<file path="config.mk">
export PLATFORM = sky130hd
export DESIGN_NAME = mem_access_unit
export DESIGN_NICKNAME = d
export VERILOG_FILES = /design/src/rtl/mem_access_unit.sv
export SDC_FILE = /design/constraint.sdc
export NUM_CORES = 1
export LEC_CHECK = 0
export BUFFER_PORTS_ARGS = -buffer_cell sky130_fd_sc_hd__buf_2
export CAP_MARGIN = 20
export CORE_MARGIN = 5
export CORE_UTILIZATION = 35
export CTS_CLUSTER_SIZE = 10
export DETAILED_ROUTE_END_ITERATION = 6
export GPL_ROUTABILITY_DRIVEN = 0
export PLACE_DENSITY = 0.69
export REMOVE_ABC_BUFFERS = 1
export SYNTH_ARGS = -nofsm -noshare
export SYNTH_HDL_FRONTEND = slang
export SYNTH_SLANG_ARGS = --single-unit
</file>
<file path="constraint.sdc">
create_clock -name clk -period 1.6 [get_ports clk]
set_input_delay 0.16 -clock clk [delete_from_list [all_inputs] [get_ports clk]]
set_output_delay 0.16 -clock clk [all_outputs]
set_load 0.02 [all_outputs]
</file>
<file path="src/rtl/mem_access_unit.sv">
// mem_access_unit
//   Memory-stage access controller. Takes the registered MEM-stage request
//   (valid, mem_write, mem_read, addr, wdata) and runs one req/ack
//   transaction on the data-memory bus. It holds the pipeline with stall
//   until the bus responds or the timeout expires.
//
//   Ports
//     clk, rst        : rising-edge clock, asynchronous active-high reset
//     valid           : MEM stage holds a live instruction
//     mem_write       : store request (wins over mem_read)
//     mem_read        : load request
//     addr, wdata     : access address and store data
//     bus_req         : registered bus request, held high for the whole BUSY phase
//     bus_we          : 1 = write, 0 = read (valid while bus_req is high)
//     bus_addr        : registered bus address
//     bus_wdata       : registered bus write data
//     bus_ack         : one-cycle completion from memory
//     bus_rdata       : read data, valid while bus_ack is high
//     stall           : hold upstream pipeline registers
//     rdata_out       : last load result, held between loads
//     rdata_valid     : one-cycle strobe marking a new load result
//     err             : sticky timeout flag, cleared only by rst
module mem_access_unit #(
  parameter int ADDR_W  = 11,
  parameter int DATA_W  = 16,
  parameter int TIMEOUT = 15
) (
  input  logic              clk,
  input  logic              rst,
  input  logic              valid,
  input  logic              mem_write,
  input  logic              mem_read,
  input  logic [ADDR_W-1:0] addr,
  input  logic [DATA_W-1:0] wdata,
  output logic              bus_req,
  output logic              bus_we,
  output logic [ADDR_W-1:0] bus_addr,
  output logic [DATA_W-1:0] bus_wdata,
  input  logic              bus_ack,
  input  logic [DATA_W-1:0] bus_rdata,
  output logic              stall,
  output logic [DATA_W-1:0] rdata_out,
  output logic              rdata_valid,
  output logic              err
);

  typedef enum logic [1:0] {IDLE = 2'd0, BUSY = 2'd1, DONE = 2'd2} state_t;

  localparam logic [7:0] CNT_LAST = 8'(TIMEOUT - 1);

  state_t     state, state_nx;
  logic [7:0] cnt;
  logic       access;
  logic       expired;

  assign access  = valid & (mem_write | mem_read);
  // The counter holds the number of BUSY cycles already spent without an ack.
  // The abort therefore happens in the TIMEOUT-th BUSY cycle.
  assign expired = (cnt == CNT_LAST);

  // DONE drops stall so the pipeline advances. The completed instruction is
  // still on the inputs during DONE, so DONE must not start a new access.
  assign stall = ((state == IDLE) & access) | (state == BUSY);

  always_ff @(posedge clk or posedge rst) begin
    if (rst) state <= IDLE;
    else     state <= state_nx;
  end

  always_comb begin
    state_nx = state;
    case (state)
      IDLE:    if (access) state_nx = BUSY;
      BUSY:    if (bus_ack || expired) state_nx = DONE;
      DONE:    state_nx = IDLE;
      default: state_nx = IDLE;
    endcase
  end

  // Bus outputs and result registers. bus_we doubles as the read/write flag
  // of the access in flight, because it is stable for the whole BUSY phase.
  always_ff @(posedge clk or posedge rst) begin
    if (rst) begin
      bus_req     <= 1'b0;
      bus_we      <= 1'b0;
      bus_addr    <= '0;
      bus_wdata   <= '0;
      rdata_out   <= '0;
      rdata_valid <= 1'b0;
      err         <= 1'b0;
      cnt         <= '0;
    end else begin
      rdata_valid <= 1'b0;
      case (state)
        IDLE: begin
          if (access) begin
            bus_req   <= 1'b1;
            bus_we    <= mem_write;
            bus_addr  <= addr;
            bus_wdata <= wdata;
            cnt       <= '0;
          end
        end
        BUSY: begin
          if (bus_ack) begin
            // An ack that arrives in the expiry cycle wins, so err is not set.
            bus_req <= 1'b0;
            if (!bus_we) begin
              rdata_out   <= bus_rdata;
              rdata_valid <= 1'b1;
            end
          end else if (expired) begin
            bus_req <= 1'b0;
            err     <= 1'b1;
            if (!bus_we) begin
              rdata_out   <= '0;
              rdata_valid <= 1'b1;
            end
          end else begin
            cnt <= cnt + 8'd1;
          end
        end
        default: ;
      endcase
    end
  end

endmodule

</file>
[Yosys cells after proc, flatten, opt, wreduce, memory -nomap -nowiden]
Cells that the tools add are included.
W data, S select, Z words.
Storage, ports and cells
  register bits: 57
  bits of input ports: 49
  logic and storage cells: 53
Operators by class
  $add $sub $neg: 1
  equality and inequality tests: 9
  multiplexer cells: 19
  bitwise operators: 5
  reductions and logical operators: 10
Operator list (count)
  $mux W16: 4
  $mux W8: 3
  $pmux W8 S2: 1
  $ne A2 B2 Y1 const B: 5
  $add A8 B1 Y8 const B: 1
  $eq A8 B4 Y1 const B: 1
  $reduce_and A4 Y1: 2
  $mux W1: 7
  $reduce_and A3 Y1: 2
  $mux W2: 2
  $pmux W2 S2: 1
  $reduce_and A2 Y1: 2
  $reduce_bool A2 Y1: 2
  $ne A3 B3 Y1 const B: 1
  $and A1 B1 Y1: 2
  $eq A2 B1 Y1 const B: 1
  $logic_not A2 Y1: 1
  $ne A2 B1 Y1 const B: 1
  $or A1 B1 Y1: 2
  $pmux W1 S2: 1
  $logic_or A1 B1 Y1: 1
  $not A1 Y1: 1

[Depth between registers and ports, before layout]
Gate-level depths: netlist (run 1).
  depth after elaboration: 4
  gate-level depth with buffers: 7
  mapped depth without buffers: 7

[Worst setup path before layout (run 1)]
Ideal clock, no wire load.
  kind: reg2reg
  from: reg cnt[4]
  to: reg rdata_out[12]
  arrival: 1651 ps
  data required time: 1479 ps
  setup slack: -172 ps
  cell stages (with the launch flop): 6
  clock period less this slack: 1772 ps
  cells stage by stage: dfrtp_1 -> or4b_4 -> nor3_2 -> o21ai_2 -> buf_6 -> a22o_2
Between the ends
  cells in the longest elaborated chain, start to end: 3
Ends and longest elaborated chain
  start: declaration: RTL line 52  | logic [7:0] cnt;
  start signal: assignment: RTL line 120  | cnt <= cnt + 8'd1;
  $eq A8 B4 Y1 *: RTL line 59  | assign expired = (cnt == CNT_LAST);
  $ne A2 B2 Y1 (no source line) / $reduce_bool A2 Y1 (equally long branches)
  $reduce_and A4 Y1 (no source line) *
  end signal: assignment: RTL line 109  | rdata_out <= bus_rdata;
  end: declaration: RTL line 42  | output logic [DATA_W-1:0] rdata_out,
Every way passes the cells marked *; elsewhere a longest branch is shown, timed or not.
A chain may end at the register's enable or synchronous reset.

[Final worst setup path (run 1)]
  from: reg cnt[5]
  to: reg cnt[4]
Between the ends
  cells in the longest elaborated chain, start to end: 3
Ends and longest elaborated chain (RTL line)
  $eq A8 B4 Y1: 59
  $ne A2 B2 Y1 (no source line)
  $reduce_and A4 Y1 (no source line)
Every way passes these cells.

==> results of run 1 <==
layer usage:
metal	up-vias	GRT usage	wire length, µm
met5	-	0	0
met4	0	0.0477	10
met1	927	0.181	2580
met2	75	0.236	2720
met3	2	0.0562	529
li1	979	-	-
cells in the mapped netlist:
library cell	instances
o221ai_1	1
or4_1	1
a21oi_1	2
nand2_1	89
ha_1	2
nor3b_1	1
xnor2_1	1
or3_1	1
buf_1	2
and3_1	2
nand2b_1	2
nor3_2	1
o31ai_4	1
a22o_2	7
and2_1	1
o31a_1	1
nor2b_1	1
nor2_1	1
nor3b_2	1
buf_6	2
o21a_1	1
or4b_4	1
a2111oi_1	1
mux2i_1	1
o31ai_1	1
inv_1	6
nand3_1	6
clkbuf_1	6
o21ai_2	1
a22o_1	10
nor3_1	1
nor2_2	1
o21ai_1	1
a21o_1	2
a211o_1	1
o21ai_0	4
dfrtp_1	57
state kept, by name (all words and copies together), names as in the netlist:
name and count:
rdata_out 16, bus_req 1, bus_we 1, state 2, bus_addr 11, cnt 8, rdata_valid 1, err 1
bus_wdata 16
metrics by stage:
step / hold slack, ns / util / std cells / total power (W) / worst slack, ns
5_1_grt: 0.00691 / 0.538 / 425 / 0.00621 / -0.198
6_report: 0.0255 / 0.538 / 425 / 0.00584 / -0.147
4_1_cts: 0.00659 / 0.527 / 425 / 0.00588 / -0.100
3_3_place_gp: 0.241 / 0.470 / 403 / 0.00418 / -0.161
2_1_floorplan: 0.265 / - / 211 / 0.00338 / -0.273
3_5_place_dp: 0.241 / 0.470 / 403 / 0.00422 / -0.195
layout make-up:
cell class                 instances  area (µm²)
timing repair buffer             121         733
fill                             596        2950
sequential                        57        1430
inverter                           6        22.5
clock inverter                     4        73.8
tap                               77        96.3
clock buffer                      12         155
multi-input combinational        148         927
what timing repair did:
action,CTS,global route
setup buffers,5,0
cloned,0,0
setup endpoints to repair,26,55
pin swaps,16,9
resized for setup,23,16
hold buffers,1,0
endpoints found under the hold margin,57,0
logic make-up (layout without fill, tap and decap cells):
logic type,Yosys count,after routing
fa+ha+maj,2,2
flops,57,57
buf+inv,16,143
compound gates,34,34
xor+xnor,1,1
simple gates,110,110
mux,1,1
worst reg2reg max path, cell delays in order (launching register included):
cell,delay (ns)
dfrtp_1,0.38
or4b_4,0.58
o31a_1,0.34
buf_4,0.15
a22o_1,0.18
worst paths after layout:
check                           cells past startpoint  slack [ns]         from             to
worst max-delay path                                4       -0.15       cnt[5]         cnt[4]
worst min-delay path                                3        0.03    wdata[13]  bus_wdata[13]
worst max register to register                      4       -0.15       cnt[5]         cnt[4]
worst min register to register                      2        0.47  bus_addr[2]    bus_addr[2]
max in group asynchronous                           4        0.90          rst         cnt[5]
min in group asynchronous                           4        0.42          rst  rdata_out[10]
power by group:
part | leakage, nW | switching [W] | internal, W | total, W
combinational | 1.05 | 0.00126 | 0.000854 | 0.00211
clock | 0.117 | 0.000560 | 0.000966 | 0.00153
sequential | 0.719 | 0.000269 | 0.00193 | 0.00220
==> out/results.ini, run 1 <==
[outcome]
status = complete, but fails checks
violations = setup timing

[synthesis]
ys_top_cells_by_area = dfrtp_1 (62%), nand2_1 (14%), a22o_1 (3.8%)
netlist.area_leader.share = 0.618
ys.warnings.count = 0
ys_seq_elements = 57
synth.avg_cell_area_um2 = 10.4
synth_fa_ha_area_frac = 0.0108
mappedNetlistArea_mm2 = 0.00231
synth_compound_area_frac = 0.125
synth_cells = 221
synth_seq_area_share = 0.618
synth_top_cell_by_area = dfrtp_1
synth_mux_area_frac = 0.00434
synth_simple_gate_area_share = 0.205
synth_xor_area_frac = 0.00379
synth_top_family_by_area = simple AND/OR/NAND/NOR gates
synth_cell_type_count = 37

[floorplanning]
die_w_um = 91.2
fp.dieH_um = 91.2
rows = 29
start_util = 0.361
core_mm2 = 0.00639
fp.dieArea_mm2 = 0.00832
io_pins = 97

[placed_design]
place.port_buffers = 96
post-dp-hpwl_mm = 4.03
placed_area_mm2 = 0.00300

[cells_and_area]
final_area_mm2 = 0.00343
antenna_cells = 0
area_growth_pct = 48.8
nNetsFinal = 394
final_cell_mix = buf_2 (95), nand2_1 (87), dfrtp_1 (57)
final_common_cell = buf_2
drive_gt1_frac = 0.480

[timing]
setup_viol = 26
rsz0062_at_grt = true
timing.final.crit_share = 1.09
worst_clock_skew_ns = 0.00786
slew_violations = 0
setup_slack_ns = -0.147
timing.setup.tns_ns = -2.01
hold_viol_final = 0
clock.fmax_mhz = 572
period_minus_slack_ns = 1.75
slew-limit-headroom = 0.708
worst_pin_slew_ns = 0.436

[setup_path]
worstSetupStartpointType = flip-flop
end_kind = flip-flop
crit_family = simple AND/OR/NAND/NOR gates
cp.required_ns = 1.80
cp.arrival_ns = 1.95
crit_slowest_cell = or4b_4
crit_fanout = 3
path_buf_inv = 1
worstSetupPathType = reg -> reg
critPathMaxStageDelay_ns = 0.58
path_cells = or4b_4, o31a_1, buf_4, a22o_1

[clock_network]
path_clk_slew_ns = 0.07
clkSinkCount = 57
htree_levels = 3
cts_tree = yes
clk_latency_ns = 0.32
numCtsBuffers = 9
cts_buffer_depth = 2
cts_root_buf = clkbuf_8

[power]
power_density_mw_per_mm2 = 1700
vdd_drop_max_mv = 1.04
leakagePower_nw = 1.89

[global_routing]
grt_pass1_vias = 2087
grt_pass1_wl_mm = 9.92
grt_overflow_total = 0
antenna_found_initial = 0
grt_max_degree = 58
grtUsageTotal = 0.146

[min_path]
hold_path_class = in -> reg

[route]
postRouteAntennaNets = 0
vias = 1983
drtPass1Iterations = 4
viasPerCell = 4.67
drc = 0
drtIter0Drc = 75
drt_wl_total_mm = 5.84
routedWlPerCell_um = 13.7

[run]
cap_violations = 0

(Power assumes the default switching activity.)
==> run 2, diff against run 1 <==
MAX_ROUTING_LAYER = met4   (was unset)
==> out/results.ini, run 2 (synthesis results as in run 1) <==
[outcome]
status = complete, but fails checks
violations = setup timing

[global_routing]
met3_usage = 0.0545  ; -0.00165
grt_overflow_total = 0  ; unchanged
grt_pass1_wl_mm = 9.95  ; +0.27%
grtUsageTotal = 0.151  ; +0.00458
grt_max_degree = 58  ; unchanged
use_met2 = 0.236  ; +0.000601
use_met1 = 0.182  ; +0.00106
grt_busiest_layer = met2
antenna_found_initial = 0  ; unchanged
grt_pass1_vias = 2088  ; +0.048%

[route]
drtPass1Iterations = 4  ; unchanged
viasPerCell = 4.69  ; +0.50%
drt_wl_total_mm = 5.88  ; +0.63%
drtIter0Drc = 52  ; -31%
postRouteAntennaNets = 0  ; unchanged
vias = 1993  ; +0.50%
drc = 0  ; unchanged
routedWlPerCell_um = 13.8  ; +0.63%

[timing]
timing.final.crit_share = 1.09  ; about the same
setup_slack_ns = -0.146  ; +0.000624 ns
slew-limit-headroom = 0.709  ; about the same
hold_viol_final = 0  ; unchanged
slew_violations = 0  ; unchanged
worst_clock_skew_ns = 0.00842  ; +0.000565 ns
worst_pin_slew_ns = 0.435  ; -0.000695 ns
setup_viol = 26  ; unchanged
period_minus_slack_ns = 1.75  ; -0.000624 ns
rsz0062_at_grt = true
clock.fmax_mhz = 573  ; about the same

[setup_path]
cp.required_ns = 1.80  ; about the same
crit_fanout = 3  ; unchanged
r2r_start = cnt[5]
r2r_cells = 4  ; unchanged
worstSetupPathType = reg -> reg
r2r_end = cnt[4]
worstSetupStartpointType = flip-flop
cp.arrival_ns = 1.95  ; about the same
r2r_slack_ns = -0.15  ; about the same
end_kind = flip-flop

[power]
internal_power_w = 0.00375  ; about the same
power_density_mw_per_mm2 = 1700  ; +0.13%
leakagePower_nw = 1.89  ; unchanged
switchingPower_w = 0.00209  ; +0.35%
vdd_drop_max_mv = 1.04  ; about the same
combinationalPowerShare = 0.361  ; about the same
clockPowerShare = 0.262  ; about the same
seqPwrFrac = 0.377  ; about the same
p_sw_frac = 0.358  ; +0.000808

[cells_and_area]
post-route-util = 0.538  ; unchanged
fillCellCount = 596  ; unchanged
stdcell_count = 425  ; unchanged
antenna_cells = 0  ; unchanged
reg_top3 = bus_wdata: 16 flops, rdata_out: 16 flops, bus_addr: 11 flops
nNetsFinal = 394  ; unchanged
final_common_cell = buf_2
area_growth_pct = 48.8  ; unchanged
drive_gt1_frac = 0.480  ; unchanged
final_cell_mix = buf_2 (95), nand2_1 (87), dfrtp_1 (57)

[clock_network]
cts_root_buf = clkbuf_8
htree_levels = 3  ; unchanged
clkSinkCount = 57  ; unchanged
cts_buffer_depth = 2  ; unchanged
cts_tree = yes
numCtsBuffers = 9  ; unchanged
clk_latency_ns = 0.32  ; about the same
path_clk_slew_ns = 0.07  ; about the same

[min_path]
holdPathStages = 3  ; unchanged
hold_path_class = in -> reg
holdPathEnd = bus_wdata[13]
worstHoldStart = wdata[13]

[floorplanning]
die_w_um = 91.2  ; unchanged
rows = 29  ; unchanged
fp.dieH_um = 91.2  ; unchanged
core_mm2 = 0.00639  ; unchanged
fp.dieArea_mm2 = 0.00832  ; unchanged
io_pins = 97  ; unchanged
start_util = 0.361  ; unchanged

[placed_design]
dp.cells = 403  ; unchanged
place_ws_ns = -0.195  ; unchanged
place.port_buffers = 96  ; unchanged
post-dp-hpwl_mm = 4.03  ; unchanged

[run]
cap_violations = 0  ; unchanged

[run 2: cell counts in the layout (fill, tap and decap cells not counted)]
Identical to the previous run, type by type.
[run 2: worst max path at each step]
stage	startpoint	slack, ns	endpoint
floorplan	state[1]	-0.27	cnt[6]
global route	cnt[5]	-0.20	cnt[2]
detailed placement	cnt[5]	-0.20	rdata_out[10]
finish	cnt[5]	-0.15	cnt[4]
global placement	cnt[5]	-0.16	rdata_out[2]
CTS	cnt[4]	-0.10	cnt[2]
[run 2: per-stage QoR]
| stage | hold WS, ns | total power, W | area [µm²] | setup TNS (ns) |
|---|---|---|---|---|
| after floorplan | 0.265 | 0.00338 | 2260 | -2.74 |
| after global placement | 0.241 | 0.00418 | 3000 | -3.00 |
| after detailed placement | 0.241 | 0.00422 | 3000 | -3.67 |
| after CTS | 0.00659 | 0.00588 | 3370 | -1.27 |
| after global routing | 0.00691 | 0.00622 | 3430 | -3.62 |
| final | 0.0238 | 0.00585 | 3430 | -1.98 |
[run 2: final cells by class]
class | count | area, µm² | share of cell area
Clock buffer | 12 | 155 | 0.0452
Multi-Input combinational cell | 148 | 927 | 0.270
Clock inverter | 4 | 73.8 | 0.0215
Inverter | 6 | 22.5 | 0.00656
Sequential cell | 57 | 1430 | 0.415
Tap cell | 77 | 96.3 | 0.0281
Timing Repair Buffer | 121 | 733 | 0.213
[run 2: repair_timing]
action / CTS / global route
hold buffers: 1 / 0
pin swaps: 16 / 9
setup buffers: 5 / 0
endpoints found under the hold margin: 57 / 0
endpoints found under the setup margin: 26 / 54
gates resized for setup: 23 / 16
[run 2: power by group through the flow]
stage          combinational, W  clock, W  sequential, W
6_report                0.00211   0.00153        0.00220
5_1_grt                 0.00231   0.00164        0.00228
4_1_cts                 0.00211   0.00157        0.00220
3_5_place_dp            0.00202         0        0.00221
3_3_place_gp            0.00197         0        0.00221
2_1_floorplan          0.000596         0        0.00278
[run 2: worst max-delay path, stage by stage (launching register included)]
cell,delay (ns)
dfrtp_1,0.38
or4b_4,0.58
o31a_1,0.34
buf_4,0.15
a22o_1,0.18
[run 2: layer usage]
| layer | share of wire | routed length (µm) |
|---|---|---|
| met5 | 0 | 0 |
| met4 | 0.0085 | 50 |
| met3 | 0.089 | 525 |
| met2 | 0.45 | 2650 |
| met1 | 0.45 | 2650 |
